==> src/rtl/mem_req_arbiter_if.sv <==
// Bundle between the two client ports (instruction fetch A, data B) and the memory controller.
// slave: the arbiter's view; master: the view of whoever drives the clients and the controller.
interface mem_req_arbiter_if;
  logic        a_req;
  logic [15:0] a_addr;
  logic [15:0] a_rdata;
  logic        a_ack;
  logic        b_req;
  logic        b_we;
  logic [15:0] b_addr;
  logic [15:0] b_wdata;
  logic [15:0] b_rdata;
  logic        b_ack;
  logic        request;
  logic        request_type;
  logic [15:0] request_address;
  logic [15:0] data_out;
  logic [15:0] data_in;
  logic        memory_ready;
  logic        write_complete;
  logic        timeout_err;

  modport slave (
    input  a_req, a_addr, b_req, b_we, b_addr, b_wdata,
    input  data_in, memory_ready, write_complete,
    output a_rdata, a_ack, b_rdata, b_ack,
    output request, request_type, request_address, data_out, timeout_err
  );

  modport master (
    output a_req, a_addr, b_req, b_we, b_addr, b_wdata,
    output data_in, memory_ready, write_complete,
    input  a_rdata, a_ack, b_rdata, b_ack,
    input  request, request_type, request_address, data_out, timeout_err
  );
endinterface

==> src/rtl/mem_req_arbiter.sv <==
// Round-robin arbiter of two request ports onto one single-outstanding memory controller.
// Latency: req in IDLE T -> request T+1 -> WAIT; completion C -> ack C+1 -> IDLE C+2; clients hold req until ack.
module mem_req_arbiter #(
  parameter logic [7:0] TIMEOUT_CYCLES = 8'd200
) (
  input  logic              clk,
  input  logic              reset,
  mem_req_arbiter_if.slave  bus
);

  typedef enum logic [1:0] {IDLE, ISSUE, WAIT, DONE} state_t;

  state_t      state_q;
  logic [7:0]  wait_cnt_q;
  logic        last_b_q;
  logic        grant_b_q;
  logic        request_q;
  logic        req_type_q;
  logic [15:0] req_addr_q;
  logic [15:0] data_out_q;
  logic        a_ack_q;
  logic        b_ack_q;
  logic [15:0] a_rdata_q;
  logic [15:0] b_rdata_q;
  logic        timeout_q;

  logic grant_a_d;
  logic grant_b_d;
  logic rd_done_d;
  logic done_d;
  logic timeout_d;

  always_comb begin
    grant_a_d = bus.a_req && (!bus.b_req || last_b_q);
    grant_b_d = bus.b_req && !grant_a_d;
    // Only the completion pulse matching the transaction type counts.
    rd_done_d = !req_type_q && bus.memory_ready;
    done_d    = rd_done_d || (req_type_q && bus.write_complete);
    timeout_d = (wait_cnt_q == TIMEOUT_CYCLES - 8'd1);
  end

  always_ff @(posedge clk or posedge reset) begin
    if (reset) begin
      state_q    <= IDLE;
      wait_cnt_q <= 8'd0;
      last_b_q   <= 1'b1;
      grant_b_q  <= 1'b0;
      request_q  <= 1'b0;
      req_type_q <= 1'b0;
      req_addr_q <= 16'd0;
      data_out_q <= 16'd0;
      a_ack_q    <= 1'b0;
      b_ack_q    <= 1'b0;
      a_rdata_q  <= 16'd0;
      b_rdata_q  <= 16'd0;
      timeout_q  <= 1'b0;
    end else begin
      a_ack_q   <= 1'b0;
      b_ack_q   <= 1'b0;
      request_q <= 1'b0;
      case (state_q)
        IDLE: begin
          if (grant_a_d || grant_b_d) begin
            grant_b_q  <= grant_b_d;
            last_b_q   <= grant_b_d;
            req_addr_q <= grant_b_d ? bus.b_addr : bus.a_addr;
            req_type_q <= grant_b_d && bus.b_we;
            if (grant_b_d) data_out_q <= bus.b_wdata;
            request_q  <= 1'b1;
            state_q    <= ISSUE;
          end
        end
        ISSUE: begin
          wait_cnt_q <= 8'd0;
          state_q    <= WAIT;
        end
        WAIT: begin
          if (done_d) begin
            if (rd_done_d) begin
              if (grant_b_q) b_rdata_q <= bus.data_in;
              else           a_rdata_q <= bus.data_in;
            end
            a_ack_q <= !grant_b_q;
            b_ack_q <= grant_b_q;
            state_q <= DONE;
          end else if (timeout_d) begin
            // Abandon: a timed-out read returns all-ones so the client sees poisoned data.
            timeout_q <= 1'b1;
            if (!req_type_q) begin
              if (grant_b_q) b_rdata_q <= 16'hFFFF;
              else           a_rdata_q <= 16'hFFFF;
            end
            a_ack_q <= !grant_b_q;
            b_ack_q <= grant_b_q;
            state_q <= DONE;
          end else begin
            wait_cnt_q <= wait_cnt_q + 8'd1;
          end
        end
        DONE: begin
          state_q <= IDLE;
        end
        default: state_q <= IDLE;
      endcase
    end
  end

  assign bus.a_rdata         = a_rdata_q;
  assign bus.a_ack           = a_ack_q;
  assign bus.b_rdata         = b_rdata_q;
  assign bus.b_ack           = b_ack_q;
  assign bus.request         = request_q;
  assign bus.request_type    = req_type_q;
  assign bus.request_address = req_addr_q;
  assign bus.data_out        = data_out_q;
  assign bus.timeout_err     = timeout_q;

endmodule

==> src/flat_wrapper.sv <==
// flat-port wrapper written by rule: the top's interface ports become plain ports
module mem_req_arbiter_flat 
#(
  parameter logic [7:0] TIMEOUT_CYCLES = 8'd200
)
  (clk, reset, bus_a_req, bus_a_addr, bus_b_req, bus_b_we, bus_b_addr, bus_b_wdata, bus_data_in, bus_memory_ready, bus_write_complete, bus_a_rdata, bus_a_ack, bus_b_rdata, bus_b_ack, bus_request, bus_request_type, bus_request_address, bus_data_out, bus_timeout_err);
  mem_req_arbiter_if bus_i ();
  input  logic clk;
  input  logic reset;
  input wire logic [$bits(bus_i.a_req)-1:0] bus_a_req;
  input wire logic [$bits(bus_i.a_addr)-1:0] bus_a_addr;
  input wire logic [$bits(bus_i.b_req)-1:0] bus_b_req;
  input wire logic [$bits(bus_i.b_we)-1:0] bus_b_we;
  input wire logic [$bits(bus_i.b_addr)-1:0] bus_b_addr;
  input wire logic [$bits(bus_i.b_wdata)-1:0] bus_b_wdata;
  input wire logic [$bits(bus_i.data_in)-1:0] bus_data_in;
  input wire logic [$bits(bus_i.memory_ready)-1:0] bus_memory_ready;
  input wire logic [$bits(bus_i.write_complete)-1:0] bus_write_complete;
  output wire logic [$bits(bus_i.a_rdata)-1:0] bus_a_rdata;
  output wire logic [$bits(bus_i.a_ack)-1:0] bus_a_ack;
  output wire logic [$bits(bus_i.b_rdata)-1:0] bus_b_rdata;
  output wire logic [$bits(bus_i.b_ack)-1:0] bus_b_ack;
  output wire logic [$bits(bus_i.request)-1:0] bus_request;
  output wire logic [$bits(bus_i.request_type)-1:0] bus_request_type;
  output wire logic [$bits(bus_i.request_address)-1:0] bus_request_address;
  output wire logic [$bits(bus_i.data_out)-1:0] bus_data_out;
  output wire logic [$bits(bus_i.timeout_err)-1:0] bus_timeout_err;
  assign bus_i.a_req = bus_a_req;
  assign bus_i.a_addr = bus_a_addr;
  assign bus_i.b_req = bus_b_req;
  assign bus_i.b_we = bus_b_we;
  assign bus_i.b_addr = bus_b_addr;
  assign bus_i.b_wdata = bus_b_wdata;
  assign bus_i.data_in = bus_data_in;
  assign bus_i.memory_ready = bus_memory_ready;
  assign bus_i.write_complete = bus_write_complete;
  assign bus_a_rdata = bus_i.a_rdata;
  assign bus_a_ack = bus_i.a_ack;
  assign bus_b_rdata = bus_i.b_rdata;
  assign bus_b_ack = bus_i.b_ack;
  assign bus_request = bus_i.request;
  assign bus_request_type = bus_i.request_type;
  assign bus_request_address = bus_i.request_address;
  assign bus_data_out = bus_i.data_out;
  assign bus_timeout_err = bus_i.timeout_err;
  mem_req_arbiter #(.TIMEOUT_CYCLES(TIMEOUT_CYCLES)) u_core (.clk(clk), .reset(reset), .bus(bus_i));
endmodule
==> config.mk <==
export PLATFORM = sky130hd
export DESIGN_NAME = mem_req_arbiter_flat
export DESIGN_NICKNAME = d
export VERILOG_FILES = /design/src/rtl/mem_req_arbiter_if.sv /design/src/rtl/mem_req_arbiter.sv /design/src/flat_wrapper.sv
export SDC_FILE = /design/constraint.sdc
export NUM_CORES = 1
export LEC_CHECK = 0
export CELL_PAD_IN_SITES_DETAIL_PLACEMENT = 0
export CELL_PAD_IN_SITES_GLOBAL_PLACEMENT = 1
export CORE_ASPECT_RATIO = 0.6
export CORE_MARGIN = 2
export CORE_UTILIZATION = 32
export DETAILED_ROUTE_END_ITERATION = 16
export DONT_BUFFER_PORTS = 1
export GPL_TIMING_DRIVEN = 1
export HOLD_SLACK_MARGIN = 0.06
export PLACE_DENSITY_LB_ADDON = 0.1
export SLEW_MARGIN = 20
export SYNTH_ARGS = -nofsm -noshare
export SYNTH_HDL_FRONTEND = slang
export SYNTH_SLANG_ARGS = --single-unit
==> constraint.sdc <==
create_clock -name clk -period 5.3 [get_ports clk]
set_input_delay 1.06 -clock clk [delete_from_list [all_inputs] [get_ports clk]]
set_output_delay 1.06 -clock clk [all_outputs]
set_load 0.03 [all_outputs]
## After elaboration in Yosys (flattened, before gate mapping)

Cells that the tools add are included.

| storage, ports and cells | value |
|---|---|
| bits in registers | 81 |
| latch bits | 0 |
| memory bits (writable) | 0 |
| memory bits (read-only) | 0 |
| bits of input ports | 71 |
| output and inout bits | 69 |
| logic and storage cells | 76 |
| memories | 0 |

| operators by class | value |
|---|---|
| $add $sub $neg | 1 |
| $mul | 0 |
| divide/modulo/power cells | 0 |
| order comparisons | 0 |
| equality and inequality tests | 10 |
| shift-type cells | 0 |
| multiplexer cells | 28 |
| bitwise logic cells | 2 |
| reductions and logical operators | 22 |

Operators with widths:

| kind | number |
|---|---|
| 2-to-1 mux 16 bit | 13 |
| 2-to-1 mux 8 bit | 2 |
| case mux 8 bit (2 select lines) | 1 |
| AND reduction 5 bit | 2 |
| AND reduction 3 bit | 3 |
| adder 8 x 1 -> 8 bit (second input constant) | 1 |
| == test 8 bit (second input constant) | 1 |
| 2-to-1 mux 1 bit | 8 |
| case mux 2 bit (4 select lines) | 1 |
| 2-to-1 mux 2 bit | 3 |
| != test 2 bit (second input constant) | 3 |
| logical AND 1 bit | 5 |
| == test 2 bit (second input constant) | 2 |
| logical NOT 1 bit | 4 |
| != test 2 x 1 -> 1 bit (second input constant) | 2 |
| AND reduction 2 bit | 2 |
| nonzero test 2 bit | 2 |
| logical OR 1 bit | 3 |
| != test 3 x 1 -> 1 bit (second input constant) | 1 |
| == test 2 x 1 -> 1 bit (second input constant) | 1 |
| logical NOT 2 bit | 1 |
| NOT 1 bit | 2 |

## Depth between registers and ports, before layout

Gate-level depths: netlist of the first run.

| depth | value |
|---|---|
| depth after elaboration | 8 |
| gate-level depth with buffers | 7 |
| mapped depth without buffers | 6 |

## Least setup slack after synthesis of the first run

No wires, ideal clock.

| timing path | value |
|---|---|
| path type | input to register |
| start | input port bus_b_req |
| end | register u_core.data_out_q[0] (netlist: u_core.bus.data_out[0]) |
| setup time | 0.125 ns |
| data arrival time | 2.312 ns |
| required time | 5.175 ns |
| setup slack | 2.863 ns |
| cell stages on the path | 5 |
| path buffers | 1 |
| path through | o21ai_1 -> inv_1 -> nand2_1 -> buf_2 -> mux2_2 |

| between the ends | value |
|---|---|
| cells in the longest elaborated chain, start to end | 7 |

RTL lines:

| item | line | source |
|---|---|---|
| from (decl) | flat_wrapper.sv:12 | `input wire logic [$bits(bus_i.b_req)-1:0] bus_b_req;` |
| logical NOT 1 bit | mem_req_arbiter.sv:34 | `grant_a_d = bus.a_req && (!bus.b_req \|\| last_b_q);` |
| logical OR 1 bit | mem_req_arbiter.sv:34 |  |
| logical AND 1 bit | mem_req_arbiter.sv:34 |  |
| logical NOT 1 bit | mem_req_arbiter.sv:35 | `grant_b_d = bus.b_req && !grant_a_d;` |
| logical AND 1 bit | mem_req_arbiter.sv:35 |  |
| logical OR 1 bit | mem_req_arbiter.sv:63 | `if (grant_a_d \|\| grant_b_d) begin` |
| AND reduction 3 bit (no line) * | n/a |  |
| to (signal assigned) | mem_req_arbiter.sv:68 | `if (grant_b_d) data_out_q <= bus.b_wdata;` |
| to (decl) | mem_req_arbiter.sv:20 | `logic [15:0] data_out_q;` |

Mark *: on every way between the ends. The rest lies on a longest branch, timed or not.
A chain may end at the register's enable or synchronous reset.

## Worst setup path after layout of the first run

| timing path | value |
|---|---|
| start | register u_core.req_type_q (netlist: u_core.bus.request_type) |
| end | register u_core.wait_cnt_q[4] |

| between the ends | value |
|---|---|
| cells in the longest elaborated chain, start to end | 5 |
| elaborated cells between the ends (all ways) | 6 |
| those cells by class | eq/ne: 1; reduce/logical: 5 |

RTL lines:

| item | line | source |
|---|---|---|
| from (decl) | mem_req_arbiter.sv:18 | `logic req_type_q;` |
| from (signal assigned) | mem_req_arbiter.sv:67 | `req_type_q <= grant_b_d && bus.b_we;` |
| logical NOT 1 bit | mem_req_arbiter.sv:37 | `rd_done_d = !req_type_q && bus.memory_ready;` |
| logical AND 1 bit | mem_req_arbiter.sv:37 |  |
| logical OR 1 bit * | mem_req_arbiter.sv:38 | `done_d = rd_done_d \|\| (req_type_q && bus.write_complete);` |
| != test 2 bit (no line) * | n/a |  |
| AND reduction 3 bit (no line) * | n/a |  |
| to (signal assigned) | mem_req_arbiter.sv:97 | `wait_cnt_q <= wait_cnt_q + 8'd1;` |
| to (decl) | mem_req_arbiter.sv:14 | `logic [7:0] wait_cnt_q;` |

Marks and branches as above.

==> results of run 1 <==
## path summary, 6_finish.rpt
| path | startpoint | endpoint | slack (ps) |
|---|---|---|---|
| min in group asynchronous | reset | u_core.bus.a_rdata[3] | 770 |
| max reg2reg | u_core.bus.request_type | u_core.wait_cnt_q[4] | 2820 |
| max | u_core.bus.request_type | u_core.wait_cnt_q[4] | 2820 |
| min reg2reg | u_core.last_b_q | u_core.last_b_q | 480 |
| min | u_core.last_b_q | u_core.last_b_q | 480 |
| max in group asynchronous | reset | u_core.last_b_q | 3560 |
## layout by cell type (no fill, tap or decap), types with 2 or more instances in the layout
master and instances:
mux2i_1 18, clkinv_2 2, nand3_1 2, mux2_2 49, nand2b_1 16, a22o_1 2
nand2_1 34, inv_1 5, a31oi_1 2, and3_1 2, clkinvlp_4 2, dfrtp_1 80
o21ai_0 19, a21o_1 2, clkbuf_16 9, a21oi_1 3, buf_4 4, ha_1 3
nor2_1 7, a31o_2 2
## per-layer routing
| layer | vias to the layer above | GRT usage | share of wire |
|---|---|---|---|
| li1 | 985 | - | - |
| met1 | 1039 | 0.184 | 0.48 |
| met2 | 84 | 0.176 | 0.41 |
| met3 | 12 | 0.0734 | 0.10 |
| met4 | 0 | 0.0441 | 0.014 |
| met5 | - | 0 | 0 |
## cells by family after synthesis
| family | Yosys count |
|---|---|
| flops | 81 |
| simple gates | 70 |
| mux | 67 |
| compound gates | 40 |
| buf+inv | 18 |
| fa+ha+maj | 3 |
## report_power, final
| group | internal, mW | switching, mW | leakage, nW |
|---|---|---|---|
| clock network | 0.366 | 0.246 | 0.139 |
| logic | 0.289 | 0.285 | 0.591 |
| registers | 0.886 | 0.704 | 0.963 |
| total | 1.54 | 1.24 | 1.69 |
## metrics by stage
step	hold slack (ps)	setup slack, ps	util	power (mW)
2_1_floorplan	437	2160	-	2.00
3_3_place_gp	473	2620	0.346	2.18
3_5_place_dp	475	2600	0.346	2.19
4_1_cts	486	2640	0.374	2.82
5_1_grt	505	2660	0.375	2.95
6_report	482	2820	0.375	2.78
## worst register-to-register path, stage by stage, from the launching register on
cell and delay [ps]:
dfrtp_1 760, mux2_2 610, a211oi_1 720, a21oi_1 130, a31oi_1 180
## cells in the mapped netlist (2+ instances only)
library cell | number | share of area
nand2_1 | 34 | 0.036
nand2b_1 | 16 | 0.029
nand3_1 | 2 | 0.0029
and3_1 | 2 | 0.0036
buf_6 | 2 | 0.0064
inv_1 | 6 | 0.0064
clkbuf_1 | 5 | 0.0054
mux2_2 | 49 | 0.16
a21o_1 | 2 | 0.0043
a31o_2 | 2 | 0.0050
a21oi_1 | 3 | 0.0043
nor2_1 | 7 | 0.0075
dfrtp_1 | 80 | 0.57
a22o_1 | 2 | 0.0050
buf_2 | 5 | 0.0071
o21ai_0 | 19 | 0.027
mux2i_1 | 18 | 0.051
ha_1 | 3 | 0.011
a31oi_1 | 2 | 0.0036
## area by class of cell
class                           count  area (um^2)
Timing Repair Buffer                5         41.3
Sequential cell                    81         2030
Multi-Input combinational cell    180         1410
Inverter                            6         23.8
Tap cell                          139          174
Fill cell                        1017         6630
Clock buffer                       10          229
Clock inverter                      6         67.6
## state kept, by name (all words and copies together), names as in the netlist
signal	count
u_core.bus.a_ack	1
u_core.bus.data_out	16
u_core.last_b_q	1
u_core.bus.b_ack	1
u_core.bus.a_rdata	16
u_core.bus.timeout_err	1
u_core.bus.request	1
u_core.bus.b_rdata	16
u_core.grant_b_q	1
u_core.state_q	2
u_core.wait_cnt_q	8
u_core.bus.request_type	1
u_core.bus.request_address	16
==> impl_metrics.json, run 1 <==
{
  "hp-class": "reg2reg",
  "postCtsSetupBuffers": 0,
  "drive_gt1_frac": 0.274,
  "core_um2": 10600,
  "slowest_delay_ps": 760,
  "die_h_um": 85.0,
  "fmax_ghz": 0.404,
  "syn_area_per_cell_um2": 12.5,
  "crit_buf_inv": 0,
  "relSlewSlack": 0.396,
  "path_max_fanout": 20,
  "postLayoutCellArea_um2": 3970,
  "finalMaxSlewViolations": 0,
  "cts_root_buffer": "clkbuf_16",
  "synth_edf_count": 0,
  "vias": 2120,
  "worstMarginPinSlew_ps": 906,
  "dieArea_um2": 11800,
  "crit_family": "compound AO/OA/AOI/OAI gates",
  "muxShareOfSynthArea": 0.209,
  "cp_data_arrival_time_ps": 2720,
  "dp.cells": 410,
  "ios": 140,
  "antenna_found_initial": 0,
  "yosys_most_used_dff": "dfrtp_1",
  "initial_core_util": 0.330,
  "cap_violations": 0,
  "critical_path_required_ps": 5550,
  "rows": 29,
  "grt_max_degree": 54,
  "wl_per_cell_um": 17.8,
  "ctsHoldBuffers": 0,
  "p_per_area_nw_per_um2": 699,
  "crit_path_start_kind": "flop",
  "grt_pass1_wl_um": 12200,
  "finalSetupViolations": 0,
  "cts_buffer_depth": 2,
  "rsz0062_at_grt": "false",
  "period_share": 0.467,
  "ys_types": 39,
  "syn-num-nets": 353,
  "overflow": 0,
  "status": "completed",
  "syn2layout_area_growth_pct": 13.4,
  "crit_path_cell_trace": "mux2_2 -> a211oi_1 -> a21oi_1 -> a31oi_1",
  "slowest_stage": "dfrtp_1",
  "grt_pass1_vias": 2196,
  "wirelength_um": 7580,
  "synthSimpleGateAreaFrac": 0.104,
  "dpl_cell_area_um2": 3660,
  "clock_latency_ps": 330,
  "h-tree-depth": 3,
  "final_cells": 427,
  "path_clk_slew_ps": 60,
  "netlist_instances": 279,
  "synthArstFlopShare": 1.00,
  "finalSetupTns_ps": 0,
  "crit_cells": 4,
  "yosysSeqAreaShare": 0.579,
  "die_w_um": 139,
  "critPathCaptureType": "flop",
  "whs_path_depth": 2,
  "synth-seq-cells": 81,
  "crit_type": "reg2reg",
  "grt.total_usage": 0.133,
  "post_synth_fa_ha_maj_area_fraction": 0.0107,
  "synthesis.area_um2": 3500,
  "num_antenna_cells": 0,
  "drt_iter0_drc": 115,
  "synthXorXnorAreaFrac": 0,
  "synth_warnings": 0,
  "rr_worst_depth": 4,
  "io_buffers": 0,
  "fin_nets": 357,
  "p_leak_nw": 1.69,
  "drt-pass1-iter-count": 4,
  "gp_congestion": 0.726,
  "cts_sinks": 81,
  "synth-compound-area-share": 0.0718,
  "synth_top_family_by_area": "multiplexers",
  "ctsResizeCount": 0,
  "period_minus_slack_ps": 2480,
  "fin_skew_ps": 6.17,
  "dp_hpwl_um": 5350,
  "tritoncts": "done",
  "postRouteAntennaNets": 0,
  "viasPerCell": 4.96,
  "ir_worst_vdd_mv": 0.322,
  "hold_viol": 0,
  "drc": 0,
  "cts-buffers-inserted": 9
}
(Power assumes the default switching activity.)
==> run 2: changes to the inputs <==
==> constraint.sdc (replaced) <==
create_clock -name clk -period 2.32 [get_ports clk]
set_input_delay 0.464 -clock clk [delete_from_list [all_inputs] [get_ports clk]]
set_output_delay 0.464 -clock clk [all_outputs]
set_load 0.03 [all_outputs]
==> impl_metrics.json, run 2 (synthesis results as in run 1) <==
{
  "status": "completed",
  "io_buffers": 0,
  "drt-pass1-iter-count": 4,
  "p_leak_nw": 1.73,
  "cts_sinks": 81,
  "syn2layout_area_growth_pct": 15.0,
  "power.total_mw": 6.32,
  "postRouteAntennaNets": 0,
  "multiInputGateArea_um2": 1410,
  "rows": 29,
  "finalMaxSlewViolations": 0,
  "relSlewSlack": 0.701,
  "grt.total_usage": 0.135,
  "nFillCells": 1021,
  "drc": 0,
  "core_um2": 10600,
  "drt_iter0_drc": 129,
  "cap_violations": 0,
  "p_per_area_nw_per_um2": 1570,
  "hp-class": "in2async",
  "dpl_cell_area_um2": 3750,
  "final_cells": 434,
  "postLayoutCellArea_um2": 4030,
  "critPathCaptureType": "flop",
  "cp_data_arrival_time_ps": 2350,
  "finalSetupTns_ps": 0,
  "drive_gt1_frac": 0.295,
  "h-tree-depth": 3,
  "cts_root_buffer": "clkbuf_16",
  "ir_worst_vdd_mv": 0.738,
  "power.switching_mw": 2.85,
  "worstMarginPinSlew_ps": 448,
  "dieArea_um2": 11800,
  "mostFrequentLayoutCell": "dfrtp_1",
  "layout_common_cells": "80 x dfrtp_1, 49 x mux2_2, 34 x nand2_1, 19 x o21ai_0, 18 x mux2i_1",
  "grt_pass1_vias": 2230,
  "dp.cells": 418,
  "power.share.combinational": 0.221,
  "num_antenna_cells": 0,
  "internal_power_mw": 3.48,
  "cts_buffer_depth": 2,
  "fmax_ghz": 0.468,
  "overflow": 0,
  "p_clk_frac": 0.210,
  "viasPerCell": 4.85,
  "crit_path_start_kind": "flop",
  "regArea_um2": 2030,
  "wirelength_um": 7560,
  "fin_nets": 364,
  "finalSetupViolations": 0,
  "r2r_slack_ps": 180,
  "postCtsSetupBuffers": 0,
  "wl_per_cell_um": 17.4,
  "rsz0062_at_grt": "false",
  "clock_latency_ps": 330,
  "grt_max_degree": 82,
  "tritoncts": "done",
  "period_minus_slack_ps": 2140,
  "antenna_found_initial": 0,
  "die_h_um": 85.0,
  "grt_pass1_wl_um": 12500,
  "gp_congestion": 0.758,
  "ios": 140,
  "ctsHoldBuffers": 0,
  "path_clk_slew_ps": 60,
  "fin_skew_ps": 6.73,
  "ctsResizeCount": 0,
  "dp_hpwl_um": 5210,
  "crit_type": "reg2reg",
  "path_max_fanout": 16,
  "initial_core_util": 0.330,
  "hold_viol": 0,
  "cts-buffers-inserted": 9,
  "swShare": 0.450,
  "vias": 2107,
  "die_w_um": 139,
  "critical_path_required_ps": 2530,
  "period_share": 0.921,
  "p_seq_frac": 0.569
}
run 2: area by class of cell:
cell class | instances | share of cell area
clock inverters | 7 | 0.0130
well taps | 139 | 0.0432
inverters | 6 | 0.00652
clock buffers | 9 | 0.0559
flip-flops and latches | 81 | 0.504
multi-input cells | 180 | 0.349
repair buffers | 12 | 0.0286
run 2: power by group through the flow:
stage               Combinational [mW]  Clock (mW)  Sequential, mW
detailed placement                1.44           0            3.63
CTS                               1.44        1.38            3.62
global placement                  1.41           0            3.65
finish                            1.40        1.33            3.60
floorplan                         1.09           0            3.49
global route                      1.60        1.44            3.69
run 2: stage by stage:
step	setup slack, ps	utilization	hold WS, ps
after CTS	178	0.380	139
after global routing	54.0	0.380	160
after detailed placement	194	0.354	461
after global placement	263	0.354	464
final	183	0.380	112
after floorplan	359	-	437
run 2: worst paths after layout:
path,start,end,cells past startpoint
max in group asynchronous,reset,u_core.last_b_q,2
worst max-delay path,u_core.wait_cnt_q[0],u_core.bus.b_rdata[11],6
worst min register to register,u_core.last_b_q,u_core.last_b_q,2
worst max register to register,u_core.wait_cnt_q[0],u_core.bus.b_rdata[11],6
min in group clk,bus_b_wdata[7],u_core.bus.data_out[7],1
worst min-delay path,reset,u_core.bus.data_out[6],2
run 2: worst max-delay path, cell delays in order, from the launching register on:
cell and delay (ps):
dfrtp_1 390, ha_1 240, and4b_1 320, a21oi_2 130, nor4bb_4 270, buf_4 300
mux2_2 370
run 2: metal layers:
layer,track usage,wire length (um)
met1,0.189,3530
met2,0.184,3230
met3,0.0666,764
met4,0.0386,34
met5,0,0
==> run 3: changes to the inputs <==
--- a/config.mk
+++ b/config.mk
@@ -11,7 +11,6 @@
 export CORE_MARGIN = 2
 export CORE_UTILIZATION = 32
 export DETAILED_ROUTE_END_ITERATION = 16
-export DONT_BUFFER_PORTS = 1
 export GPL_TIMING_DRIVEN = 1
 export HOLD_SLACK_MARGIN = 0.06
 export PLACE_DENSITY_LB_ADDON = 0.1
==> impl_metrics.json, run 3 (synthesis results as in run 1) <==
{
  "vias": 2630,
  "syn2layout_area_growth_pct": 55.5,
  "cp_data_arrival_time_ps": 1670,
  "power.total_mw": 7.55,
  "num_antenna_cells": 0,
  "tritoncts": "done",
  "rr_worst_depth": 6,
  "ir_worst_vdd_mv": 0.617,
  "hold_viol": 0,
  "p_leak_nw": 2.27,
  "rows": 29,
  "r2r_start": "u_core.wait_cnt_q[0]",
  "slowest_delay_ps": 760,
  "crit_path_cell_trace": "clkdlybuf4s50_1",
  "whs_path_depth": 2,
  "period_minus_slack_ps": 2130,
  "gp_congestion": 0.819,
  "holdPathEnd": "u_core.bus.request_address[2]",
  "layout_common_cells": "139 x clkdlybuf4s50_1, 80 x dfrtp_1, 49 x mux2_2, 34 x nand2_1, 19 x o21ai_0",
  "crit_family": "buffers and inverters",
  "cap_violations": 0,
  "hold-worst-slack_ps": 480,
  "finalMaxSlewViolations": 0,
  "ios": 140,
  "cts_sinks": 81,
  "cts_buffer_depth": 2,
  "overflow": 0,
  "drive_gt1_frac": 0.200,
  "crit_path_start_kind": "flop",
  "fin_skew_ps": 6.48,
  "finalSetupViolations": 0,
  "crit_type": "reg2out",
  "initial_core_util": 0.330,
  "relSlewSlack": 0.700,
  "cts-buffers-inserted": 9,
  "ctsHoldBuffers": 0,
  "h-tree-depth": 3,
  "wl_per_cell_um": 15.3,
  "core_um2": 10600,
  "drt-pass1-iter-count": 4,
  "mostFrequentLayoutCell": "clkdlybuf4s50_1",
  "setup_ws_ps": 190,
  "worstMarginPinSlew_ps": 451,
  "slowest_stage": "clkdlybuf4s50_1",
  "worstReg2RegEnd": "u_core.bus.b_rdata[0]",
  "rsz0062_at_grt": "false",
  "drt_iter0_drc": 122,
  "r2r_slack_ps": 250,
  "fin_nets": 504,
  "post-place-ws_ps": 215,
  "nFillCells": 962,
  "hold_path_startpoint": "u_core.bus.request_address[2]",
  "dp_hpwl_um": 6470,
  "io_buffers": 139,
  "postCtsSetupBuffers": 0,
  "hp-class": "reg2reg",
  "path_clk_slew_ps": 60,
  "clock_latency_ps": 330,
  "grt_max_degree": 47,
  "fmax_ghz": 0.470,
  "ctsResizeCount": 0,
  "status": "completed",
  "p_per_area_nw_per_um2": 1390,
  "wirelength_um": 8810,
  "postRouteAntennaNets": 0,
  "viasPerCell": 4.58,
  "finalSetupTns_ps": 0,
  "die_w_um": 139,
  "drc": 0,
  "antenna_found_initial": 0,
  "dieArea_um2": 11800,
  "grt_pass1_wl_um": 14700,
  "period_share": 0.918,
  "cts_root_buffer": "clkbuf_16",
  "grt_pass1_vias": 2913,
  "critPathCaptureType": "output pin",
  "crit_buf_inv": 1,
  "grt.total_usage": 0.159,
  "critical_path_required_ps": 1860,
  "die_h_um": 85.0,
  "path_max_fanout": 6
}
[run 3: stage by stage]
stage	area, um^2	instances	utilization
2_1_floorplan	3500	279	-
3_3_place_gp	5160	558	0.487
3_5_place_dp	5160	558	0.487
4_1_cts	5440	574	0.514
5_1_grt	5440	574	0.514
6_report	5440	574	0.514
[run 3: worst max path at each step]
stage	from	to	cells past startpoint	slack, ps
after CTS	u_core.bus.request_type	bus_request_type	1	130
after floorplan	u_core.wait_cnt_q[0]	u_core.bus.a_rdata[0]	6	360
after global routing	u_core.bus.request_type	bus_request_type	1	110
after detailed placement	bus_memory_ready	u_core.wait_cnt_q[7]	5	220
final	u_core.bus.request_type	bus_request_type	1	190
after global placement	bus_memory_ready	u_core.wait_cnt_q[7]	5	260
[run 3: layer usage]
layer | up-vias | track usage | routed length (um)
li1 | 1278 | - | -
met1 | 1272 | 0.207 | 4080
met2 | 76 | 0.238 | 3840
met3 | 4 | 0.0784 | 829
met4 | 0 | 0.0413 | 58
met5 | - | 0 | 0
[run 3: cell type report]
class / count / area [um^2] / share of cell area
flip-flops and latches: 81 / 2030 / 0.373
repair buffers: 152 / 1530 / 0.280
multi-input cells: 180 / 1410 / 0.258
clock buffers: 11 / 243 / 0.0446
well taps: 139 / 174 / 0.0319
clock inverters: 5 / 40.0 / 0.00735
inverters: 6 / 26.3 / 0.00483
[run 3: report_power, final]
group / leakage (nW) / switching, mW / internal (mW)
registers: 0.963 / 0.354 / 2.04
clock network: 0.128 / 0.571 / 0.760
logic: 1.18 / 2.09 / 1.73
total: 2.27 / 3.02 / 4.53
